$ cat src/rtl/sseg_capture.sv
// sseg_capture -- receive-side monitor for a four-digit multiplexed
// seven-segment display. It samples the active-low anode/segment lines,
// waits for each digit to be stable, decodes it to BCD and, once all four
// digits of a refresh frame have been seen, reports them as one word.
//
// Ports:
//   clk          system clock
//   reset        asynchronous reset, active-low
//   an[3:0]      anode enables, active-low, an[0] = least significant digit
//   sseg[7:0]    segments, active-low, sseg[7] = dp, sseg[6:0] = {g..a}
//   dec_digits   captured BCD word, digit i in [4i+3:4i]
//   dp[3:0]      captured decimal points, active-high
//   frame_valid  one-cycle pulse when dec_digits/dp/frame_err update
//   frame_err    some digit of the reported frame was undecodable
//   stale        no digit accepted for 2^TIMEOUT_BITS-1 cycles
module sseg_capture #(
   parameter int STABLE_CYCLES = 4,
   parameter int TIMEOUT_BITS  = 20
) (
   input  logic        clk,
   input  logic        reset,
   input  logic [3:0]  an,
   input  logic [7:0]  sseg,
   output logic [15:0] dec_digits,
   output logic [3:0]  dp,
   output logic        frame_valid,
   output logic        frame_err,
   output logic        stale
);

   localparam int CW = (STABLE_CYCLES > 2) ? $clog2(STABLE_CYCLES) : 1;
   localparam logic [CW-1:0] CNT_MAX  = CW'(STABLE_CYCLES - 1);
   localparam logic [CW-1:0] CNT_ARM  = CW'(STABLE_CYCLES - 2);
   localparam logic [CW-1:0] CNT_ONE  = CW'(1);
   localparam logic [TIMEOUT_BITS-1:0] IDLE_MAX = {TIMEOUT_BITS{1'b1}};
   localparam logic [TIMEOUT_BITS-1:0] IDLE_ONE = TIMEOUT_BITS'(1);

   // Segment pattern to {invalid, bcd}; unknown patterns report 4'hF.
   function automatic logic [4:0] decode_seg(input logic [6:0] seg);
      logic [4:0] r;
      case (seg)
         7'b1000000: r = {1'b0, 4'd0};
         7'b1111001: r = {1'b0, 4'd1};
         7'b0100100: r = {1'b0, 4'd2};
         7'b0110000: r = {1'b0, 4'd3};
         7'b0011001: r = {1'b0, 4'd4};
         7'b0010010: r = {1'b0, 4'd5};
         7'b0000010: r = {1'b0, 4'd6};
         7'b1111000: r = {1'b0, 4'd7};
         7'b0000000: r = {1'b0, 4'd8};
         7'b0010000: r = {1'b0, 4'd9};
         default:    r = {1'b1, 4'hF};
      endcase
      return r;
   endfunction

   // True when exactly one anode is driven (exactly one 0 bit).
   function automatic logic one_cold(input logic [3:0] a);
      logic [3:0] h;
      h = ~a;
      return (h != 4'b0000) && ((h & (h - 4'b0001)) == 4'b0000);
   endfunction

   logic [3:0]              an_m_q, an_s_q;
   logic [7:0]              sseg_m_q, sseg_s_q;
   logic [11:0]             prev_q, prev_d;
   logic [CW-1:0]           stable_cnt_q, stable_cnt_d;
   logic [3:0]              seen_q, seen_d;
   logic [15:0]             slot_q, slot_d;
   logic [3:0]              slot_dp_q, slot_dp_d;
   logic [3:0]              slot_err_q, slot_err_d;
   logic [15:0]             dec_q, dec_d;
   logic [3:0]              dp_q, dp_d;
   logic                    fv_q, fv_d;
   logic                    ferr_q, ferr_d;
   logic                    stale_q, stale_d;
   logic [TIMEOUT_BITS-1:0] idle_q, idle_d;

   logic [11:0]             sample_s;
   logic                    match_s;
   logic                    accept_s;
   logic [3:0]              wr_s;
   logic [4:0]              decoded_s;
   logic                    frame_done_s;

   // Next-state logic: stability counting, accept, slot capture, frame
   // completion and idle timeout.
   always_comb begin
      sample_s     = {an_s_q, sseg_s_q};
      match_s      = (sample_s == prev_q);
      prev_d       = sample_s;
      decoded_s    = decode_seg(sseg_s_q[6:0]);

      if (!match_s) begin
         stable_cnt_d = {CW{1'b0}};
      end else if (stable_cnt_q == CNT_MAX) begin
         stable_cnt_d = CNT_MAX;
      end else begin
         stable_cnt_d = stable_cnt_q + CNT_ONE;
      end

      // The ARM->MAX step happens once per stable run, giving one accept.
      accept_s = match_s && (stable_cnt_q == CNT_ARM) && one_cold(an_s_q);
      wr_s     = accept_s ? ~an_s_q : 4'b0000;

      for (int i = 0; i < 4; i++) begin
         slot_d[4*i +: 4] = wr_s[i] ? decoded_s[3:0] : slot_q[4*i +: 4];
         slot_dp_d[i]     = wr_s[i] ? ~sseg_s_q[7]   : slot_dp_q[i];
         slot_err_d[i]    = wr_s[i] ? decoded_s[4]   : slot_err_q[i];
      end
      seen_d = seen_q | wr_s;

      // Completion uses the slot values including the final accept, so the
      // outputs update as a whole in the cycle after that accept.
      frame_done_s = accept_s && (seen_d == 4'b1111);
      if (frame_done_s) begin
         dec_d      = slot_d;
         dp_d       = slot_dp_d;
         ferr_d     = |slot_err_d;
         fv_d       = 1'b1;
         seen_d     = 4'b0000;
         slot_err_d = 4'b0000;
      end else begin
         dec_d      = dec_q;
         dp_d       = dp_q;
         ferr_d     = ferr_q;
         fv_d       = 1'b0;
      end

      // An accept always wins over a saturated idle counter.
      if (accept_s) begin
         idle_d = {TIMEOUT_BITS{1'b0}};
      end else if (idle_q == IDLE_MAX) begin
         idle_d = IDLE_MAX;
         seen_d = 4'b0000;
      end else begin
         idle_d = idle_q + IDLE_ONE;
      end
      stale_d = (idle_d == IDLE_MAX);
   end

   // State registers, input synchronisers and registered outputs.
   always_ff @(posedge clk or negedge reset) begin
      if (!reset) begin
         an_m_q       <= 4'b1111;
         an_s_q       <= 4'b1111;
         sseg_m_q     <= 8'hFF;
         sseg_s_q     <= 8'hFF;
         prev_q       <= 12'hFFF;
         stable_cnt_q <= {CW{1'b0}};
         seen_q       <= 4'b0000;
         slot_q       <= 16'h0000;
         slot_dp_q    <= 4'b0000;
         slot_err_q   <= 4'b0000;
         dec_q        <= 16'h0000;
         dp_q         <= 4'b0000;
         fv_q         <= 1'b0;
         ferr_q       <= 1'b0;
         stale_q      <= 1'b0;
         idle_q       <= {TIMEOUT_BITS{1'b0}};
      end else begin
         an_m_q       <= an;
         an_s_q       <= an_m_q;
         sseg_m_q     <= sseg;
         sseg_s_q     <= sseg_m_q;
         prev_q       <= prev_d;
         stable_cnt_q <= stable_cnt_d;
         seen_q       <= seen_d;
         slot_q       <= slot_d;
         slot_dp_q    <= slot_dp_d;
         slot_err_q   <= slot_err_d;
         dec_q        <= dec_d;
         dp_q         <= dp_d;
         fv_q         <= fv_d;
         ferr_q       <= ferr_d;
         stale_q      <= stale_d;
         idle_q       <= idle_d;
      end
   end

   assign dec_digits  = dec_q;
   assign dp          = dp_q;
   assign frame_valid = fv_q;
   assign frame_err   = ferr_q;
   assign stale       = stale_q;

endmodule

$ cat config.mk
export PLATFORM = sky130hd
export DESIGN_NAME = sseg_capture
export DESIGN_NICKNAME = d
export VERILOG_FILES = /design/src/rtl/sseg_capture.sv
export SDC_FILE = /design/constraint.sdc
export NUM_CORES = 1
export LEC_CHECK = 0
export CAP_MARGIN = 30
export CORE_MARGIN = 2
export CORE_UTILIZATION = 25
export CTS_CLUSTER_DIAMETER = 60
export DETAILED_ROUTE_END_ITERATION = 10
export GPL_TIMING_DRIVEN = 0
export PLACE_DENSITY = 0.51
export SLEW_MARGIN = 20
export SYNTH_ARGS = -nofsm -noshare
export SYNTH_HDL_FRONTEND = slang
export SYNTH_SLANG_ARGS = --single-unit
$ cat constraint.sdc
create_clock -name clk -period 3.56 [get_ports clk]
set_input_delay 0.534 -clock clk [delete_from_list [all_inputs] [get_ports clk]]
set_output_delay 0.534 -clock clk [all_outputs]
set_load 0.01 [all_outputs]
==> flow_summary_export.csv <==
group,metric,value,unit
flow_run,cap_violations,0,
logic_synthesis,ys_warn_count,0,
floorplanning,rows,50,
critical_path,startpoint_type,"register",
clock_tree,cts_tree,"built",
logic_synthesis,ys_ff_latch,109,
power_and_ir_drop,p_per_area,415,mW/mm^2
detailed_routing,num_vias,3124,
global_routing,grt_max_degree,63,
worst_hold_path,hold_path_class,"in2async",
floorplanning,io_pins,37,
clock_tree,cts_setup_buffers,0,
floorplanning,start_util,25.5,%
floorplanning,core_area,0.0186,mm^2
placed_design,place_area,0.00543,mm^2
clock_tree,cts_max_level,3,
layout,drive_gt1_share,24.7,%
global_routing,antenna_found_initial,0,
clock_tree,numCtsBuffers,9,
clock_tree,cts.sinks,109,
placed_design,dp_slack,0.436,ns
timing,relSlewSlack,45.9,%
timing,max_freq,323,MHz
clock_tree,clock_path_buffers,2,
critical_path,crit_path_frequent_cell,"mux2_2",
critical_path,cp_slowest_cell,"nor4_4",
timing,fin_hold_ws,0.110,ns
timing,hold_viol_final,0,
logic_synthesis,synth_top_family_by_area,"simple AND/OR/NAND/NOR gates",
critical_path,cp_data_arrival_time,3.34,ns
timing,finalCritPeriodShare,86.9,%
floorplanning,dieWidth,142,um
power_and_ir_drop,power.leakage,2.35,nW
logic_synthesis,synthAdderAreaFrac,0.264,%
logic_synthesis,async_flop_share,100,%
detailed_routing,initialDrtViolationCount,199,
detailed_routing,postRouteAntennaNets,0,
logic_synthesis,synthCells,396,
critical_path,critical_path.cell_chain,"clkbuf_1, xor2_1, nor4_2, nand4_1, nor4_4, mux2_2, mux2_2",
logic_synthesis,ys_seq_area_share,58.4,%
timing,setup_viol,0,
logic_synthesis,synth_ff_type,"dfrtp_1",
layout,n_fill_cell,1887,
clock_tree,clk_pin_slew,0.08,ns
timing,slew_violations,0,
layout,area_growth_syn_to_layout,20.6,%
layout,mostFrequentLayoutCells,"dfrtp_1 (73), nor2_1 (36), dfstp_2 (36)",
power_and_ir_drop,ir_worst_vdd,249,uV
floorplanning,die_h,142,um
critical_path,worstSetupPathType,"reg2reg",
logic_synthesis,synth.avg_cell_area,12.0,um^2
clock_tree,cts-resized-gates,0,
global_routing,grt_pass1_vias,3144,
logic_synthesis,synth_nets,411,
placed_design,port_buffers,36,
floorplanning,dieArea,0.0201,mm^2
detailed_routing,routed_wl,9410,um
logic_synthesis,synth-simple-area-share,15.3,%
clock_tree,clk_latency,0.36,ns
logic_synthesis,synth_edf_count,0,
timing,worst_slew_pin_slew,0.806,ns
placed_design,place_hpwl,6600,um
timing,fin_ws,0.465,ns
critical_path,endpoint_kind,"register",
global_routing,grt_pass1_wl,16100,um
global_routing,grt.total_usage,10.1,%
detailed_routing,route.detailed.drc,0,
logic_synthesis,synthMuxAreaShare,9.49,%
global_routing,grt_overflow,0,
outcome,outcome,"finished clean",
timing,clock_skew,0.00764,ns
critical_path,cp.required,3.81,ns
layout,final_common_cell,"dfrtp_1",
timing,period_needed,3.09,ns
critical_path,slowest_delay,0.73,ns
logic_synthesis,synth_cell_types,61,
logic_synthesis,synth-xor-area-share,4.61,%
layout,diodes,0,
clock_tree,cts_root_buffer,"clkbuf_16",
placed_design,gp_congestion,0.819,
layout,nets,459,
logic_synthesis,synth_compound_area_share,8.70,%
clock_tree,cts_hold_buf,0,
timing,rsz0062_at_grt,"no",
detailed_routing,firstDrtPassIters,4,
detailed_routing,wire_per_inst,13.8,um
critical_path,critPathMaxFanout,8,
layout,finalInstanceArea,0.00572,mm^2
detailed_routing,viasPerCell,4.57,
logic_synthesis,synth_area,0.00475,mm^2
-- critical path: cells and delay by family, from the launching register on --
kind	cells	cell delay (ns)
mux	2	0.69
flops	1	0.53
xor+xnor	1	0.18
simple gates	3	1.26
buf+inv	1	0.33
-- area by class of cell --
class	count	area, um^2	area share [%]
tap	234	293	5.11
buffer	15	81.3	1.42
timing repair buffer	37	389	6.80
sequential	109	2770	48.4
clock inverter	6	65.1	1.14
inverter	20	75.1	1.31
clock buffer	10	229	4.00
multi-input combinational	252	1820	31.8
-- logic make-up after synthesis --
logic type,count (synthesis)
muxes,40
DFF,109
buffers and inverters,35
xor gates and xnor gates,25
adders and majority gates,1
and+or+nand+nor,125
AOI/OAI and AO/OA,61
-- power by group --
group | switching [W] | internal (W)
clock network | 0.000486 | 0.000496
logic | 0.0000662 | 0.0000388
registers | 0.0000133 | 0.00127
-- Yosys cell counts (2+ instances only) --
cell / instances / area, um^2
o22ai_1: 2 / 12.5
or4_1: 2 / 15.0
nor4_2: 2 / 25.0
nor4_4: 2 / 42.5
nor4_1: 8 / 50.1
or3_1: 3 / 18.8
or2_2: 4 / 25.0
and3_1: 2 / 12.5
buf_4: 2 / 15.0
nor3_2: 4 / 40.0
nand3_1: 8 / 40.0
nand4_1: 7 / 43.8
a31oi_1: 3 / 18.8
o21ai_1: 5 / 25.0
buf_2: 8 / 40.0
xor2_1: 17 / 149
inv_1: 20 / 75.1
nor3_1: 7 / 35.0
nand4b_1: 4 / 35.0
a2111oi_0: 2 / 17.5
mux2_2: 24 / 270
clkbuf_1: 4 / 15.0
nand2b_1: 3 / 18.8
a21oi_1: 23 / 115
nand2_1: 21 / 78.8
mux2_4: 4 / 60.1
mux2i_1: 12 / 120
nor3b_1: 2 / 15.0
nor2_1: 36 / 135
dfstp_2: 36 / 946
dfrtp_1: 73 / 1830
o21ai_0: 10 / 50.1
xnor2_1: 8 / 70.1
-- worst paths after layout --
path / start / to / slack (ns) / depth (start not counted)
max reg2reg: sseg_s_q[4] / dec_digits[14] / 0.47 / 7
min in group clk: sseg_m_q[5] / sseg_s_q[5] / 0.36 / 0
max in group asynchronous: reset / sseg_s_q[7] / 2.76 / 2
min reg2reg: sseg_m_q[5] / sseg_s_q[5] / 0.36 / 0
max: sseg_s_q[4] / dec_digits[14] / 0.47 / 7
min: reset / idle_q[14] / 0.11 / 1
-- routing by layer --
metal  global-route usage, %  vias up  routed length [um]
met2                    16.8       45                4700
li1                        -     1491                   -
met4                    2.79        0                 101
met5                       0        -                   0
met3                    3.27        9                 348
met1                    12.7     1579                4260
-- flip-flops by register name, indices dropped and copies added, names as in the netlist, 8 cells and up --
signal and flops:
idle_q 20, sseg_s_q 8, sseg_m_q 8, dec_digits 16
prev_q 12, slot_q 16
-- stage by stage --
| step | utilization, % | std cells | total power [W] | setup TNS (ns) |
|---|---|---|---|---|
| floorplan | - | 396 | 0.00136 | 0 |
| CTS | 30.7 | 683 | 0.00241 | 0 |
| detailed placement | 29.1 | 667 | 0.00142 | 0 |
| global placement | 29.0 | 666 | 0.00141 | -184.89 |
| global route | 30.7 | 683 | 0.00248 | 0 |
| finish | 30.7 | 683 | 0.00238 | 0 |
Power figures use the tool's default switching activity.
